### config.mk
export PLATFORM = sky130hd
export DESIGN_NAME = pipe_stage_reg
export DESIGN_NICKNAME = d
export VERILOG_FILES = /design/src/rtl/pipe_stage_reg.sv
export SDC_FILE = /design/constraint.sdc
export NUM_CORES = 1
export LEC_CHECK = 0
export BUFFER_PORTS_ARGS = -buffer_cell sky130_fd_sc_hd__buf_2
export CORE_ASPECT_RATIO = 1.25
export CORE_MARGIN = 2
export CORE_UTILIZATION = 49
export CTS_CLUSTER_DIAMETER = 60
export CTS_CLUSTER_SIZE = 12
export DETAILED_ROUTE_END_ITERATION = 7
export PLACE_DENSITY = 0.82
export SYNTH_ARGS = -nofsm -noshare
export SYNTH_HDL_FRONTEND = slang
export SYNTH_SLANG_ARGS = --single-unit
### constraint.sdc
create_clock -name clk -period 3.7 [get_ports clk]
set_input_delay 0.74 -clock clk [delete_from_list [all_inputs] [get_ports clk]]
set_output_delay 0.74 -clock clk [all_outputs]
set_load 0.05 [all_outputs]
### src/rtl/pipe_stage_reg.sv
// pipe_stage_reg: parametrised valid/ready pipeline stage register with flush and stall counter
// Ports: clk, reset (sync, active-high), flush_i (drop held entries and this cycle's input),
//   in_valid_i/in_ready_o/in_ctrl_i/in_data_i (upstream), out_valid_o/out_ready_i/out_ctrl_o/
//   out_data_o (downstream), occupancy_o (entries held), stall_cnt_o (saturating stalled cycles).
// Macro PIPE_SKID_EN: two-entry skid buffer with registered in_ready_o; undefined gives a
//   single register with a combinational ready path.
module pipe_stage_reg #(
    parameter int CTRL_W   = 8,
    parameter int DATA_W   = 101,
    parameter bit CLR_DATA = 1'b1,
    parameter int CNT_W    = 16
) (
    input  logic              clk,
    input  logic              reset,
    input  logic              flush_i,
    input  logic              in_valid_i,
    output logic              in_ready_o,
    input  logic [CTRL_W-1:0] in_ctrl_i,
    input  logic [DATA_W-1:0] in_data_i,
    output logic              out_valid_o,
    input  logic              out_ready_i,
    output logic [CTRL_W-1:0] out_ctrl_o,
    output logic [DATA_W-1:0] out_data_o,
    output logic [1:0]        occupancy_o,
    output logic [CNT_W-1:0]  stall_cnt_o
);
    logic             in_fire, out_fire;
    logic [CNT_W-1:0] stall_q;

    assign in_fire     = in_valid_i & in_ready_o;
    assign out_fire    = out_valid_o & out_ready_i;
    assign stall_cnt_o = stall_q;

    // Flush deliberately leaves the counter alone; only reset clears it.
    always_ff @(posedge clk) begin
        if (reset)
            stall_q <= '0;
        else if (out_valid_o && !out_ready_i && !(&stall_q))
            stall_q <= stall_q + 1'b1;
    end

`ifdef PIPE_SKID_EN
    typedef enum logic [1:0] {EMPTY = 2'd0, HALF = 2'd1, FULL = 2'd2} state_t;
    state_t            state_q;
    logic              rdy_q, vld_q;
    logic [CTRL_W-1:0] m_ctrl_q, s_ctrl_q;
    logic [DATA_W-1:0] m_data_q, s_data_q;

    assign in_ready_o  = rdy_q;
    assign out_valid_o = vld_q;
    assign out_ctrl_o  = m_ctrl_q;
    assign out_data_o  = m_data_q;
    assign occupancy_o = state_q;

    // Ready is a register that drops only when the skid slot fills, so out_ready_i
    // never reaches in_ready_o combinationally.
    always_ff @(posedge clk) begin
        if (reset || flush_i) begin
            state_q  <= EMPTY;
            rdy_q    <= 1'b1;
            vld_q    <= 1'b0;
            m_ctrl_q <= '0;
            s_ctrl_q <= '0;
            if (reset || CLR_DATA) begin
                m_data_q <= '0;
                s_data_q <= '0;
            end
        end else begin
            case (state_q)
                EMPTY: if (in_fire) begin
                    state_q  <= HALF;
                    vld_q    <= 1'b1;
                    m_ctrl_q <= in_ctrl_i;
                    m_data_q <= in_data_i;
                end
                HALF: if (in_fire && out_fire) begin
                    m_ctrl_q <= in_ctrl_i;
                    m_data_q <= in_data_i;
                end else if (in_fire) begin
                    state_q  <= FULL;
                    rdy_q    <= 1'b0;
                    s_ctrl_q <= in_ctrl_i;
                    s_data_q <= in_data_i;
                end else if (out_fire) begin
                    state_q  <= EMPTY;
                    vld_q    <= 1'b0;
                    m_ctrl_q <= '0;
                end
                FULL: if (out_fire) begin
                    state_q  <= HALF;
                    rdy_q    <= 1'b1;
                    m_ctrl_q <= s_ctrl_q;
                    m_data_q <= s_data_q;
                    s_ctrl_q <= '0;
                    if (CLR_DATA) s_data_q <= '0;
                end
                default: state_q <= EMPTY;
            endcase
        end
    end
`else
    logic              valid_q, valid_d;
    logic [CTRL_W-1:0] ctrl_q, ctrl_d;
    logic [DATA_W-1:0] data_q, data_d;

    assign in_ready_o  = out_ready_i | ~valid_q;
    assign out_valid_o = valid_q;
    assign out_ctrl_o  = ctrl_q;
    assign out_data_o  = data_q;
    assign occupancy_o = {1'b0, valid_q};

    // A load wins over a drain, so simultaneous in/out fire keeps the stage valid.
    always_comb begin
        valid_d = flush_i ? 1'b0 : in_fire ? 1'b1      : out_fire ? 1'b0 : valid_q;
        ctrl_d  = flush_i ? '0   : in_fire ? in_ctrl_i : out_fire ? '0   : ctrl_q;
        data_d  = flush_i ? (CLR_DATA ? '0 : data_q) : in_fire ? in_data_i : data_q;
    end

    always_ff @(posedge clk) begin
        if (reset) begin
            valid_q <= 1'b0;
            ctrl_q  <= '0;
            data_q  <= '0;
        end else begin
            valid_q <= valid_d;
            ctrl_q  <= ctrl_d;
            data_q  <= data_d;
        end
    end
`endif
endmodule

# Word level (Yosys, flattened, before mapping)

Index checks and enable logic that the tools add are counted.
Widths: inputs -> output; s select.

Flip-flop bits (word level): 126
Latch bits: 0
Bits in writable memories: 0
ROM bits: 0
Bits of input ports: 114
Output and inout bits: 129
Memories kept: 0

Add/subtract/negate cells: 1
$mul: 0
Divide/modulo/power cells: 0
Order comparisons: 0
Equality and inequality tests: 0
Shifts and indexed selects: 0
Muxes and demuxes: 4
Bitwise gates (word level): 4
Reductions and logical operators: 7

Operator list:

| operator              | number |
|---|---|
| $add 16x1->16 const B | 1 |
| $mux 8                | 2 |
| $reduce_and 16->1     | 1 |
| $and 1x1->1           | 2 |
| $logic_and 1x1->1     | 2 |
| $logic_not 1->1       | 2 |
| $mux 1                | 2 |
| $reduce_bool 2->1     | 1 |
| $reduce_or 2->1       | 1 |
| $not 1->1             | 1 |
| $or 1x1->1            | 1 |

# Logic depth before layout (Yosys ltp)

Word-level depth: 4
Gate-level depth with buffers: 9
Depth with buffers taken out: 5

# Worst setup path before layout

No wires, ideal clock.

Kind: reg2reg
From: register stall_q[0] (netlist: stall_cnt_o[0])
To: register stall_q[3] (netlist: stall_cnt_o[3])
Library setup time: 121 ps
Data arrival time: 1930 ps
Required time: 3579 ps
Path slack: 1649 ps
Stages on the path, launching flop included: 6
Path buffers: 0
Path through: dfxtp_1 > ha_1 > nand4_2 > nor4_4 > nor4b_1 > mux2_2

Cells in the longest elaborated chain, start to end: 3

RTL lines:

| what                                                                  | RTL line | RTL |
|---|---|---|
| start: declaration                                                    | 28       | `logic [CNT_W-1:0] stall_q;` |
| start signal: assignment                                              | 39       | `stall_q <= stall_q + 1'b1;` |
| parallel branches: the longest is 3 deep, another holds $add 16x1->16 | --       |  |

Parallel ways; which one is timed is not known.
A chain may end at the register's enable or synchronous reset.

# Worst setup path after layout

From: register valid_q (netlist: out_valid_o)
To: output in_ready_o

Cells in the longest elaborated chain, start to end: 2

RTL lines:

| what                     | RTL line | RTL |
|---|---|---|
| start: declaration       | 102      | `logic valid_q, valid_d;` |
| start signal: assignment | 125      | `valid_q <= valid_d;` |
| $not 1->1                | 106      | `assign in_ready_o = out_ready_i \| ~valid_q;` |
| $or 1x1->1               | 106      |  |
| end: declaration         | 17       | `output logic in_ready_o,` |

No other way between the ends.

==> summary.md <==
| Metric | Value |
|---|---|
| Share of layout cells above drive strength 1 | 34.8% |
| Clock Tree Buf Depth | 2 |
| Setup tns final | 0 ns |
| WHS | 0.451 ns |
| Filler instances | 763 |
| Worst min path class | flip-flop to flip-flop |
| Row count | 40 |
| CP Max Fanout | 11 |
| Hold buffer count at cts | 0 |
| Num CTS Buffers | 17 |
| Status | finished clean |
| Critical path required time | 2.96 ns |
| HPWL after DPL | 9770 um |
| Crit path time final | 2.68 ns |
| PortBufs | 241 |
| Die X | 92.5 um |
| CP endpoint kind | output pin |
| Setup repair bufs after CTS | 0 |
| First-pass GRT wire length | 21200 um |
| Fmax | 373 MHz |
| Gpl congestion | 0.846 |
| Final setup viols | 0 |
| Clk_lat worst skew | 0.40 ns |
| Post-Syn Area per Cell | 8.13 sq um |
| Unrepaired setup endpoints after global routing | false |
| Die area | 10600 sq um |
| Pins Over Slew Limit | 0 |
| WP depth | 3 |
| Vias per inst | 5.13 |
| Syn_nets | 705 |
| DRC | 0 |
| Clk Tree Root Cell | clkbuf_16 |
| CP Launch Point | out_valid_o |
| CP max stage delay | 0.57 ns |
| Mapped Cells | 590 |
| Die height | 115 um |
| Synth warn | 0 |
| Final hold vios | 0 |
| FF+latch area | 2520 sq um |
| Gr ovfl total | 0 |
| Critical path capture point | in_ready_o |
| Crit path DAT | 1.94 ns |
| Gr usage total | 24.8% |
| Reg2reg start | out_valid_o |
| Final-stage net count | 926 |
| Max IR drop VDD | 0.295 mV |
| Worst path slowest cell | nor2b_1 |
| CTS sink count | 126 |
| Lkg Pwr | 3.05 nW |
| WS Path Type | flip-flop to output pin |
| Vias in the first global route | 4634 |
| Mapped Area | 4800 sq um |
| H-tree depth | 4 |
| R2r setup slk | 1.30 ns |
| P&R area growth vs syn | 35.6% |
| Num ports | 243 |
| FF-to-FF End | out_data_o[68] |
| Worst Tran Pin Value | 1.04 ns |
| Seq/Total Area, Yosys | 52.6% |
| First-pass DRT Iterations | 5 |
| Placeable Area | 9560 sq um |
| Final Cycle Share | 72.5% |
| Startpoint types | flip-flop |
| Largest net degree at the start of global routing | 105 |
| Avg WL per Cell | 14.4 um |
| Crit path max-delay family | simple AND/OR/NAND/NOR gates |
| Slew HR | 30.6% |
| Reg2Reg Depth | 6 |
| Distinct cells, synth | 39 |
| Synth Register Bits | 126 |
| Pwr Density | 508 nW/um^2 |
| Clock transition at path regs | 0.05 ns |
| Initial drt markers | 170 |
| Final Skew | 0.00650 ns |
| CTS tree | done |
| Maxcap violations | 0 |
| Finished Layout Cells | 947 |
| Post-route ant nets | 0 |
| Vias | 4858 |
| CP bufs+invs | 2 |
| Routed wire length | 13700 um |
| Effective utilization at floorplan | 50.2% |
| Post_cts resized | 0 |
| CP cell instances | nor2b_1, inv_2, buf_2 |
| Initial antenna violation count | 0 |
| ANT cells | 0 |
| Multi-input gate area | 2040 sq um |
| Placed Cells | 918 |
[state kept, by name, indices dropped and copies added, names as in the netlist]
name,count
out_data_o,101
out_ctrl_o,8
stall_cnt_o,16
out_valid_o,1
[worst register-to-register path, stage by stage, from the launching register on]
cell and delay (ns):
dfxtp_1 0.51, nor2b_1 0.57, inv_2 0.20, nand2_4 0.47, buf_12 0.32, nand2_1 0.12
a21oi_1 0.15
[power breakdown]
part,switching (mW),internal (mW)
clock,0.548,0.943
combinational,0.281,0.113
sequential,0.0214,1.40
total,0.850,2.45
[worst min-delay path by stage]
stage                         start               to  slack (ns)  depth (start not counted)
floorplan           out_data_o[100]  out_data_o[100]        0.67                          2
global placement     out_data_o[49]   out_data_o[49]        0.44                          2
detailed placement   out_data_o[40]   out_data_o[40]        0.44                          2
CTS                  out_data_o[40]   out_data_o[40]        0.45                          2
global route         out_data_o[32]   out_data_o[32]        0.47                          2
finish               out_data_o[40]   out_data_o[40]        0.45                          2
[area by class of cell]
type	count	share of cell area, %
well taps	126	2.42
repair buffers	243	19.2
clock buffers	22	7.14
flip-flops and latches	126	38.8
multi-input cells	422	31.4
inverters	1	0.0577
clock inverters	7	1.02
[through the flow]
step / setup WS (ns) / utilization, % / power, mW / instance area (sq um)
final: 1.02 / 68.0 / 3.30 / 6500
after global routing: 0.850 / 68.0 / 3.42 / 6500
after CTS: 1.02 / 68.0 / 3.33 / 6500
after detailed placement: 1.02 / 62.5 / 1.84 / 5970
after global placement: 1.14 / 62.5 / 1.83 / 5970
after floorplan: 1.65 / - / 1.72 / 4800
[synth_stat cells]
library cell,n,area (sq um)
nand2_1,212,796
dfxtp_1,126,2520
a21oi_1,116,581
buf_2,15,75.1
clkbuf_1,15,56.3
nor2_1,15,56.3
buf_6,7,78.8
mux2i_1,7,70.1
nand3_1,6,30.0
or2_2,6,37.5
or3_1,6,37.5
a32oi_1,5,43.8
nor2b_1,5,31.3
o21ai_0,5,25.0
buf_4,4,30.0
a22oi_1,3,22.5
mux2_2,3,33.8
nand4_1,3,18.8
nor4_1,3,18.8
o31ai_1,3,22.5
a211oi_1,2,15.0
and2_1,2,12.5
and4_1,2,17.5
nand2b_1,2,12.5
nand4_2,2,25.0
nor3_1,2,10.0
a311oi_1,1,8.76
a41o_1,1,10.0
and3_1,1,6.26
and4b_2,1,11.3
conb_1,1,3.75
ha_1,1,12.5
inv_2,1,3.75
nand4b_1,1,8.76
nor2_2,1,6.26
nor4_4,1,21.3
nor4b_1,1,8.76
o21bai_1,1,7.51
or4_1,1,7.51
[kinds of logic (layout without fill, tap and decap cells)]
kind of cell	after synthesis	count (layout)	share of synthesized area, %
simple gates	273	273	24.5
compound gates	137	137	15.3
flops	126	126	52.6
buf+inv	42	273	5.09
mux	10	10	2.17
fa+ha+maj	1	1	0.261
other cells	1	1	0.0782
[routing by layer]
metal  track usage, %  vias up  routed length [um]
met3             6.58       21                 885
met4             11.6        0                 249
met1             27.3     2241                5240
li1                 -     2411                   -
met5                0        -                   0
met2             44.3      185                7290
[layout by cell type, fill, tap and decap left out, drive strengths merged]
cell / n
mux2i: 7
and4: 2
clkbuf: 22
or4: 1
nand2: 212
mux2: 3
nand2b: 2
nand4b: 1
o21bai: 1
nand3: 6
and2: 2
nor4: 4
a32oi: 5
conb: 1
a311oi: 1
a22oi: 3
clkinvlp: 1
a211oi: 2
dfxtp: 126
buf: 243
bufinv: 1
o31ai: 3
o21ai: 5
a41o: 1
nor4b: 1
nor2: 16
nor3: 2
clkinv: 5
nor2b: 5
and4b: 1
nand4: 5
inv: 1
ha: 1
or3: 6
and3: 1
or2: 6
a21oi: 116
Power figures use the tool's default switching activity.
